[config.mk]
export PLATFORM = sky130hd
export DESIGN_NAME = game_score_counter
export DESIGN_NICKNAME = d
export VERILOG_FILES = /design/src/rtl/game_score_counter.sv
export SDC_FILE = /design/constraint.sdc
export NUM_CORES = 1
export LEC_CHECK = 0
export CAP_MARGIN = 20
export CELL_PAD_IN_SITES_DETAIL_PLACEMENT = 2
export CELL_PAD_IN_SITES_GLOBAL_PLACEMENT = 2
export CORE_MARGIN = 5
export CORE_UTILIZATION = 34
export CTS_BUF_LIST = sky130_fd_sc_hd__clkbuf_8
export CTS_CLUSTER_DIAMETER = 120
export CTS_CLUSTER_SIZE = 25
export DETAILED_ROUTE_END_ITERATION = 12
export PLACE_DENSITY_LB_ADDON = 0.1
export SKIP_CTS_REPAIR_TIMING = 1
export SYNTH_ARGS = -nofsm -noshare
export SYNTH_HDL_FRONTEND = slang
export SYNTH_SLANG_ARGS = --single-unit
[constraint.sdc]
create_clock -name clk -period 3.3 [get_ports clk]
set_input_delay 0.66 -clock clk [delete_from_list [all_inputs] [get_ports clk]]
set_output_delay 0.66 -clock clk [all_outputs]
set_load 0.03 [all_outputs]
[src/rtl/game_score_counter.sv]
// game_score_counter: run-state FSM and score keeping for the dino game.
// Keeps a binary score, a session high score and an incrementally
// maintained BCD copy of the score, and pulses on day/night milestones.
module game_score_counter #(
  parameter int TICK_CYCLES = 4_000_000,
  parameter int MAX_SCORE   = 9999,
  parameter int MILESTONE   = 700
) (
  input  logic        clk,
  input  logic        rst,
  input  logic        start,
  input  logic        crash,
  output logic [13:0] game_score,
  output logic [15:0] score_bcd,
  output logic [13:0] high_score,
  output logic [1:0]  run_state,
  output logic        milestone
);

  localparam int TW = (TICK_CYCLES > 2) ? $clog2(TICK_CYCLES) : 1;
  localparam int MW = (MILESTONE > 2) ? $clog2(MILESTONE) : 1;
  localparam logic [TW-1:0] TICK_LAST = TW'(TICK_CYCLES - 1);
  localparam logic [MW-1:0] MS_LAST   = MW'(MILESTONE - 1);
  localparam logic [13:0]   SCORE_MAX = 14'(MAX_SCORE);

  typedef enum logic [1:0] {
    IDLE = 2'd0,
    RUN  = 2'd1,
    OVER = 2'd2
  } state_t;

  state_t          state_reg;
  logic [TW-1:0]   tick_reg;
  logic [MW-1:0]   ms_reg;
  logic [13:0]     score_reg;
  logic [15:0]     bcd_reg;
  logic [13:0]     high_reg;
  logic            milestone_reg;

  // Next BCD value: each digit rolls 9->0 and carries when every lower digit
  // is 9. Never evaluated at 9999 because the score saturates below that.
  logic [15:0] bcd_inc;
  logic [3:0]  bcd_carry;

  assign bcd_carry[0] = 1'b1;

  genvar gi;
  generate
    for (gi = 0; gi < 4; gi++) begin : g_digit
      logic [3:0] digit;
      assign digit = bcd_reg[4*gi +: 4];
      assign bcd_inc[4*gi +: 4] = !bcd_carry[gi]    ? digit :
                                  (digit == 4'd9)   ? 4'd0  :
                                                      digit + 4'd1;
      if (gi < 3) begin : g_carry
        assign bcd_carry[gi+1] = bcd_carry[gi] && (digit == 4'd9);
      end
    end
  endgenerate

  logic tick_wrap;
  assign tick_wrap = (tick_reg == TICK_LAST);

  // Run-state FSM with all counters and registered outputs; crash wins over
  // a coincident tick, start is only honoured outside RUN.
  always_ff @(posedge clk) begin
    if (rst) begin
      state_reg     <= IDLE;
      tick_reg      <= '0;
      ms_reg        <= '0;
      score_reg     <= '0;
      bcd_reg       <= '0;
      high_reg      <= '0;
      milestone_reg <= 1'b0;
    end else begin
      milestone_reg <= 1'b0;
      case (state_reg)
        RUN: begin
          if (crash) begin
            state_reg <= OVER;
            if (score_reg > high_reg) begin
              high_reg <= score_reg;
            end
          end else if (tick_wrap) begin
            tick_reg <= '0;
            if (score_reg < SCORE_MAX) begin
              score_reg <= score_reg + 14'd1;
              bcd_reg   <= bcd_inc;
              if (ms_reg == MS_LAST) begin
                ms_reg        <= '0;
                milestone_reg <= 1'b1;
              end else begin
                ms_reg <= ms_reg + MW'(1);
              end
            end
          end else begin
            tick_reg <= tick_reg + TW'(1);
          end
        end
        default: begin
          // IDLE and OVER: hold everything until a start restarts the run.
          if (start) begin
            state_reg <= RUN;
            tick_reg  <= '0;
            ms_reg    <= '0;
            score_reg <= '0;
            bcd_reg   <= '0;
          end
        end
      endcase
    end
  end

  assign game_score = score_reg;
  assign score_bcd  = bcd_reg;
  assign high_score = high_reg;
  assign run_state  = state_reg;
  assign milestone  = milestone_reg;

endmodule

==> insert_results.sql, run 1 <==
INSERT INTO impl_metrics (metric_group, metric, value, unit) VALUES
('grt', 'largest_net_degree_at_the_start_of_global_routing', '40', ''),
('layout', 'fillCellCount', '1385', ''),
('clocking', 'tritoncts_num_sinks', '79', ''),
('setup_path', 'worst_ep_arrival', '3.02', 'ns'),
('power', 'share_comb_of_total_power', '7.6', '%'),
('logic_synthesis', 'synth_edf_count', '0', ''),
('sta', 'fmax', '362', 'MHz'),
('sta', 'finalClockSkew', '0.0119', 'ns'),
('logic_synthesis', 'synth.lib_cells_used.distinct', '49', ''),
('logic_synthesis', 'yosys_register_bits', '79', ''),
('min_path', 'timing.hold.worst_path_depth', '2', ''),
('sta', 'timing.max_slew.rel_slack', '48.8', '%'),
('grt', 'grt_first_pass_wirelength', '22500', 'µm'),
('power', 'vdd_ir_drop_max', '0.442', 'mV'),
('setup_path', 'setup.worst_path.start_class', 'register', ''),
('logic_synthesis', 'synthArstFlopShare', '0', '%'),
('clocking', 'numCtsBuffers', '9', ''),
('run_status', 'outcome', 'completed', ''),
('power', 'power.switching_fraction', '24.2', '%'),
('setup_path', 'rr_worst_depth', '7', ''),
('route', 'dr.first_iter.drc_count', '92', ''),
('sta', 'final-max-slew-violation-count', '0', ''),
('place', 'place.port_buffers', '50', ''),
('floorplanning', 'die_width', '121', 'µm'),
('layout', 'post_layout_nonfiller_instances', '721', ''),
('grt', 'antenna_found_initial', '0', ''),
('setup_path', 'required', '3.56', 'ns'),
('layout', 'largest_register_ff_count', '22', ''),
('run', 'max-cap-violations', '0', ''),
('place', 'dpl_worst_slack', '0.422', 'ns'),
('power', 'power_leakage', '1.78', 'nW'),
('logic_synthesis', 'ys_dominant_reg_cell', 'dfxtp_1', ''),
('grt', 'grt_pass1_vias', '4377', ''),
('floorplanning', 'num_ports', '51', ''),
('floorplanning', 'die_height', '121', 'µm'),
('sta', 'timing.final.hold_violations', '0', ''),
('logic_synthesis', 'synth_largest_area_cell', 'dfxtp_1', ''),
('floorplanning', 'effective_utilization_at_floorplan', '34.7', '%'),
('sta', 'finalSetupViolations', '0', ''),
('logic_synthesis', 'post_synth_inst_count', '513', ''),
('setup_path', 'crit_path_max_fanout', '10', ''),
('place', 'dp_cells', '705', ''),
('route', 'detailed_route_drc_error_count', '0', ''),
('logic_synthesis', 'mean_instance_size_in_the_synthesized_netlist', '8.12', 'µm²'),
('logic_synthesis', 'syn-num-nets', '542', ''),
('clocking', 'htree_levels', '3', ''),
('setup_path', 'worst_setup_path_type', 'register to register', ''),
('setup_path', 'worstSetupEndpointType', 'register', ''),
('route', 'finalWirelength', '13300', 'µm'),
('place', 'detailed_place_hpwl', '9820', 'µm'),
('clocking', 'clk-insertion-delay-late', '0.38', 'ns'),
('floorplanning', 'floorplan.die_area', '14600', 'µm²'),
('layout', 'utilization', '42.8', '%'),
('clocking', 'clk_transition_reported_paths', '0.09', 'ns'),
('min_path', 'hp-class', 'register to register', ''),
('floorplanning', 'coreArea', '12000', 'µm²'),
('logic_synthesis', 'synth.yosys.warnings', '0', ''),
('route', 'detail_route.wl_per_cell', '18.5', 'µm'),
('clocking', 'cts-root-buf', 'clkbuf_8', ''),
('sta', 'rsz0062_at_grt', 'no', ''),
('clocking', 'cts_tree', 'done', ''),
('route', 'ant_nets_after_route', '0', ''),
('layout', 'nets', '598', ''),
('layout', 'area_growth_syn_to_layout', '23.4', '%'),
('logic_synthesis', 'ys_top_cells_by_area', 'dfxtp_1 (38%), ha_1 (7.5%), nor2_1 (5.8%)', ''),
('sta', 'setup-tns-final', '0', 'ns'),
('logic_synthesis', 'synth_top_area_share', '38.0', '%'),
('sta', 'final_cycle_share', '83.7', '%'),
('power', 'power.internal', '1.55', 'mW'),
('sta', 'whs', '0.489', 'ns'),
('power', 'power_frac_seq', '47.2', '%');
==> layer usage <==
metal  part of all wire (%)  wire length, µm  global-route usage, %  vias to the layer above
li1                       -                -                      -                     1938
met1                     46             6180                   24.1                     1994
met2                     49             6470                   33.0                       71
met3                    2.7              365                   3.46                       26
met4                    2.4              314                   7.79                        0
met5                      0                0                      0                        -
==> synthesized netlist by cell type (2+ instances only) <==
cell	n
a21o_1	2
a21oi_1	38
a31oi_1	8
and2_1	5
and3_1	13
and4_1	3
clkbuf_1	18
dfxtp_1	79
ha_1	25
inv_1	26
mux2i_1	18
nand2_1	41
nand2b_1	2
nand3_1	26
nand3b_1	7
nand4_1	10
nor2_1	64
nor2b_1	3
nor3_1	16
nor4_1	2
o211ai_1	4
o21a_1	4
o21ai_0	33
o31ai_1	5
or3_1	13
or3b_1	3
or4_1	8
xnor2_1	9
xor2_1	8
==> kinds of logic after synthesis <==
kind of cell | share of synthesized area [%]
buffers and inverters | 4.08
flip-flops | 38.0
multiplexers | 4.59
AO/OA/AOI/OAI | 14.7
adder cells (fa/ha/maj) | 7.51
AND/OR/NAND/NOR | 27.6
XOR/XNOR | 3.57
==> worst paths after layout <==
kind	start	endpoint	slack (ns)
hold reg to reg	ms_reg[1]	ms_reg[1]	0.49
setup / recovery	tick_reg[8]	game_score[12]	0.54
setup reg to reg	tick_reg[8]	game_score[12]	0.54
hold / removal	ms_reg[1]	ms_reg[1]	0.49
==> through the flow <==
step | cell area (µm²) | power, mW
floorplan | 4170 | 1.08
global placement | 4880 | 1.14
detailed placement | 4880 | 1.14
CTS | 5140 | 2.08
global route | 5140 | 2.13
finish | 5140 | 2.05
==> critical path: stages (launching register included) <==
cell and delay, ns:
dfxtp_1 0.35, or4_1 0.60, or4_1 0.57, nor3_1 0.28, a21oi_1 0.28, buf_4 0.26, o211ai_1 0.21, o31ai_1 0.10
==> cells in the final DEF, fill, tap and decap left out, types with 2 or more instances in the layout <==
cell type / netlist / routed
o31ai_1: 5 / 5
bufinv_16: 0 / 3
o21ai_0: 33 / 32
and4_1: 3 / 3
and2_1: 5 / 5
or3_1: 13 / 13
clkbuf_8: 0 / 11
o21a_1: 4 / 4
mux2i_1: 18 / 18
a21oi_1: 38 / 38
nor2_1: 64 / 64
nand2b_1: 2 / 2
xor2_1: 8 / 8
nand3_1: 26 / 26
a21o_1: 2 / 2
nand4_1: 10 / 10
nand2_1: 41 / 41
and3_1: 13 / 13
o211ai_1: 4 / 4
ha_1: 25 / 25
nand3b_1: 7 / 7
buf_4: 0 / 14
dfxtp_1: 79 / 79
or3b_1: 3 / 3
xnor2_1: 9 / 9
or4_1: 8 / 8
clkdlybuf4s50_1: 0 / 49
inv_1: 26 / 26
a31oi_1: 8 / 7
nor3_1: 16 / 16
nor4_1: 2 / 2
nor2b_1: 3 / 3
==> final cells by class <==
cell class | count | area [µm²] | share of cell area (%)
inverters | 26 | 97.6 | 1.90
multi-input cells | 389 | 2420 | 47.1
flip-flops and latches | 79 | 1580 | 30.8
repair buffers | 64 | 601 | 11.7
clock buffers | 11 | 151 | 2.95
well taps | 147 | 184 | 3.58
clock inverters | 5 | 104 | 2.02
==> power by group through the flow <==
stage / sequential, mW / clock [mW] / combinational, mW
2_1_floorplan: 0.995 / 0 / 0.0871
3_3_place_gp: 0.988 / 0 / 0.150
3_5_place_dp: 0.988 / 0 / 0.155
4_1_cts: 0.966 / 0.956 / 0.157
5_1_grt: 0.967 / 0.995 / 0.172
6_report: 0.966 / 0.925 / 0.155
(Power assumes the default switching activity.)
==> inputs of run 2 (changes only) <==
--- a/config.mk
+++ b/config.mk
@@ -9,7 +9,7 @@
 export CELL_PAD_IN_SITES_DETAIL_PLACEMENT = 2
 export CELL_PAD_IN_SITES_GLOBAL_PLACEMENT = 2
 export CORE_MARGIN = 5
-export CORE_UTILIZATION = 34
+export CORE_UTILIZATION = 31
 export CTS_BUF_LIST = sky130_fd_sc_hd__clkbuf_8
 export CTS_CLUSTER_DIAMETER = 120
 export CTS_CLUSTER_SIZE = 25
==> constraint.sdc (replaced) <==
create_clock -name clk -period 2.5 [get_ports clk]
set_input_delay 0.5 -clock clk [delete_from_list [all_inputs] [get_ports clk]]
set_output_delay 0.5 -clock clk [all_outputs]
set_load 0.03 [all_outputs]
==> run 2 against run 1 <==
Net effect:
- the run now ends with negative setup slack left
- sequential share of layout area is 2.0 points lower
- non-clock buffer count is 45 higher
- global-route usage is 1.5 points lower
- via count is 2.8% higher
- critical endpoint is now game_score[6]
- highest routed layer unchanged
==> insert_results.sql, run 2 (synthesis gave the netlist of run 1 again) <==
INSERT INTO impl_metrics (metric_group, metric, value, unit) VALUES
('run_status', 'outcome', 'finished, violations left', ''),
('run_status', 'failed_checks', 'negative setup slack', ''),
('layout', 'layout.cell_area.non_filler', '5520', 'µm²'),
('setup_path', 'crit_chain', 'or4_4 -> o21a_4 -> o31a_1 -> or4_4 -> or4_1 -> a21oi_1', ''),
('setup_path', 'worst_ep_arrival', '2.80', 'ns'),
('floorplanning', 'effective_utilization_at_floorplan', '31.6', '%'),
('min_path', 'timing.hold.worst_path_depth', '2', ''),
('clocking', 'clock_path_buffers', '2', ''),
('clocking', 'cts_tree', 'done', ''),
('sta', 'setup-tns-final', '-0.00957', 'ns'),
('grt', 'antenna_found_initial', '0', ''),
('power', 'power_frac_seq', '54.3', '%'),
('run', 'max-cap-violations', '0', ''),
('setup_path', 'setup.worst_path.start_class', 'register', ''),
('min_path', 'worstHoldStart', 'ms_reg[1]', ''),
('setup_path', 'worst_setup_path_type', 'register to register', ''),
('grt', 'total_track_usage', '17.9', '%'),
('grt', 'grt_first_pass_wirelength', '23200', 'µm'),
('grt', 'largest_net_degree_at_the_start_of_global_routing', '41', ''),
('clocking', 'tritoncts_num_sinks', '79', ''),
('setup_path', 'cell_mode_on_critical_path', 'or4_4', ''),
('route', 'finalWirelength', '14100', 'µm'),
('power', 'power.internal', '1.72', 'mW'),
('min_path', 'hp-class', 'register to register', ''),
('setup_path', 'r2r_start', 'game_score[4]', ''),
('place', 'place.port_buffers', '50', ''),
('route', 'first_pass_iters', '4', ''),
('setup_path', 'crit_path_max_fanout', '5', ''),
('power', 'share_comb_of_total_power', '10.2', '%'),
('sta', 'post-route-min-period', '2.51', 'ns'),
('clocking', 'clk-insertion-delay-late', '0.37', 'ns'),
('power', 'p_per_area', '425', 'nW/µm²'),
('layout', 'final_layout_size_suffix_gt1_share', '16.7', '%'),
('clocking', 'cts-root-buf', 'clkbuf_8', ''),
('sta', 'whs', '0.487', 'ns'),
('layout', 'mostFrequentLayoutCell', 'dfxtp_1', ''),
('floorplanning', 'die_height', '126', 'µm'),
('route', 'dr_total_vias', '4143', ''),
('clocking', 'htree_levels', '3', ''),
('sta', 'timing.max_slew.rel_slack', '65.5', '%'),
('route', 'dr.first_iter.drc_count', '148', ''),
('layout', 'utilization', '41.9', '%'),
('route', 'route.detailed.vias_per_inst', '5.23', ''),
('power', 'power.switching_fraction', '26.7', '%'),
('sta', 'final_worst_slack', '-0.00957', 'ns'),
('setup_path', 'cpMaxStageDelayCell', 'or4_4', ''),
('sta', 'max_slew.worst_pin.slew', '0.517', 'ns'),
('clocking', 'clk_transition_reported_paths', '0.08', 'ns'),
('power', 'power_leakage', '1.99', 'nW'),
('sta', 'timing.final.hold_violations', '0', ''),
('place', 'place_congestion', '0.815', ''),
('layout', 'num_antenna_cells', '0', ''),
('route', 'ant_nets_after_route', '0', ''),
('setup_path', 'rr_worst_depth', '6', ''),
('place', 'placed_area', '5250', 'µm²'),
('setup_path', 'timing.critical_path.from', 'game_score[4]', ''),
('grt', 'grt_pass1_vias', '4561', ''),
('floorplanning', 'std_cell_rows', '42', ''),
('sta', 'rsz0062_at_grt', 'yes', ''),
('layout', 'largest_register_ff_count', '22', ''),
('layout', 'final_cell_mix', 'dfxtp_1 (73), nor2_1 (64), buf_4 (57)', ''),
('layout', 'area_growth_syn_to_layout', '32.6', '%'),
('place', 'detailed_place_hpwl', '10600', 'µm'),
('place', 'dpl_worst_slack', '-0.161', 'ns'),
('setup_path', 'worstSetupEndpointType', 'register', ''),
('route', 'detail_route.wl_per_cell', '17.8', 'µm'),
('route', 'detailed_route_drc_error_count', '0', ''),
('sta', 'fmax', '398', 'MHz'),
('setup_path', 'regToRegEndpoint', 'game_score[6]', ''),
('setup_path', 'rrSetupSlack', '-0.01', 'ns'),
('layout', 'nets', '643', ''),
('grt', 'globalRoute.totalOverflow', '0', ''),
('sta', 'final-max-slew-violation-count', '0', ''),
('min_path', 'hold_end', 'ms_reg[1]', ''),
('setup_path', 'critical-path-max-stage-delay', '0.56', 'ns'),
('power', 'net-switching-power', '0.627', 'mW'),
('floorplanning', 'num_ports', '51', ''),
('power', 'vdd_ir_drop_max', '0.277', 'mV'),
('clocking', 'numCtsBuffers', '9', ''),
('setup_path', 'required', '2.79', 'ns'),
('floorplanning', 'die_width', '126', 'µm'),
('sta', 'finalClockSkew', '0.0139', 'ns'),
('sta', 'final_cycle_share', '100', '%'),
('power', 'clock_power_share', '35.4', '%'),
('sta', 'finalSetupViolations', '1', ''),
('floorplanning', 'coreArea', '13200', 'µm²'),
('floorplanning', 'floorplan.die_area', '15900', 'µm²');
[run 2: worst max path at each step]
stage	slack [ns]	endpoint	cells after the start
CTS	-0.16	game_score[5]	8
detailed placement	-0.16	game_score[5]	9
global placement	-0.06	game_score[6]	9
global route	-0.08	game_score[6]	6
floorplan	-0.03	game_score[6]	7
finish	-0.01	game_score[6]	6
[run 2: stage by stage]
stage / cells / total power [mW]
3_5_place_dp: 775 / 1.53
3_3_place_gp: 775 / 1.53
2_1_floorplan: 513 / 1.43
6_report: 792 / 2.35
4_1_cts: 788 / 2.38
5_1_grt: 792 / 2.46
[run 2: area by class of cell]
class | count | area [µm²]
inverters | 26 | 97.6
clock buffers | 10 | 138
clock inverters | 3 | 13.8
repair buffers | 109 | 955
flip-flops and latches | 79 | 1590
fillers | 1490 | 7670
multi-input cells | 389 | 2510
well taps | 176 | 220
[run 2: worst max-delay path: cells and delay by family, from the launching register on]
family / cells / cell delay, ns
flops: 1 / 0.32
compound gates: 3 / 0.62
simple gates: 3 / 1.49
[run 2: power groups by stage]
stage / Clock (mW) / Sequential (mW) / Combinational [mW]
after floorplan: 0 / 1.31 / 0.115
after global routing: 0.917 / 1.28 / 0.263
final: 0.832 / 1.28 / 0.240
after global placement: 0 / 1.30 / 0.223
after detailed placement: 0 / 1.30 / 0.230
after CTS: 0.869 / 1.27 / 0.233
[run 2: layer usage]
metal	vias to the layer above	share of wire (%)	global-route usage [%]
met2	50	52	33.7
met1	2047	44	20.7
met3	17	2.6	2.79
met5	-	0	0
met4	0	1.5	5.36
li1	2029	-	-
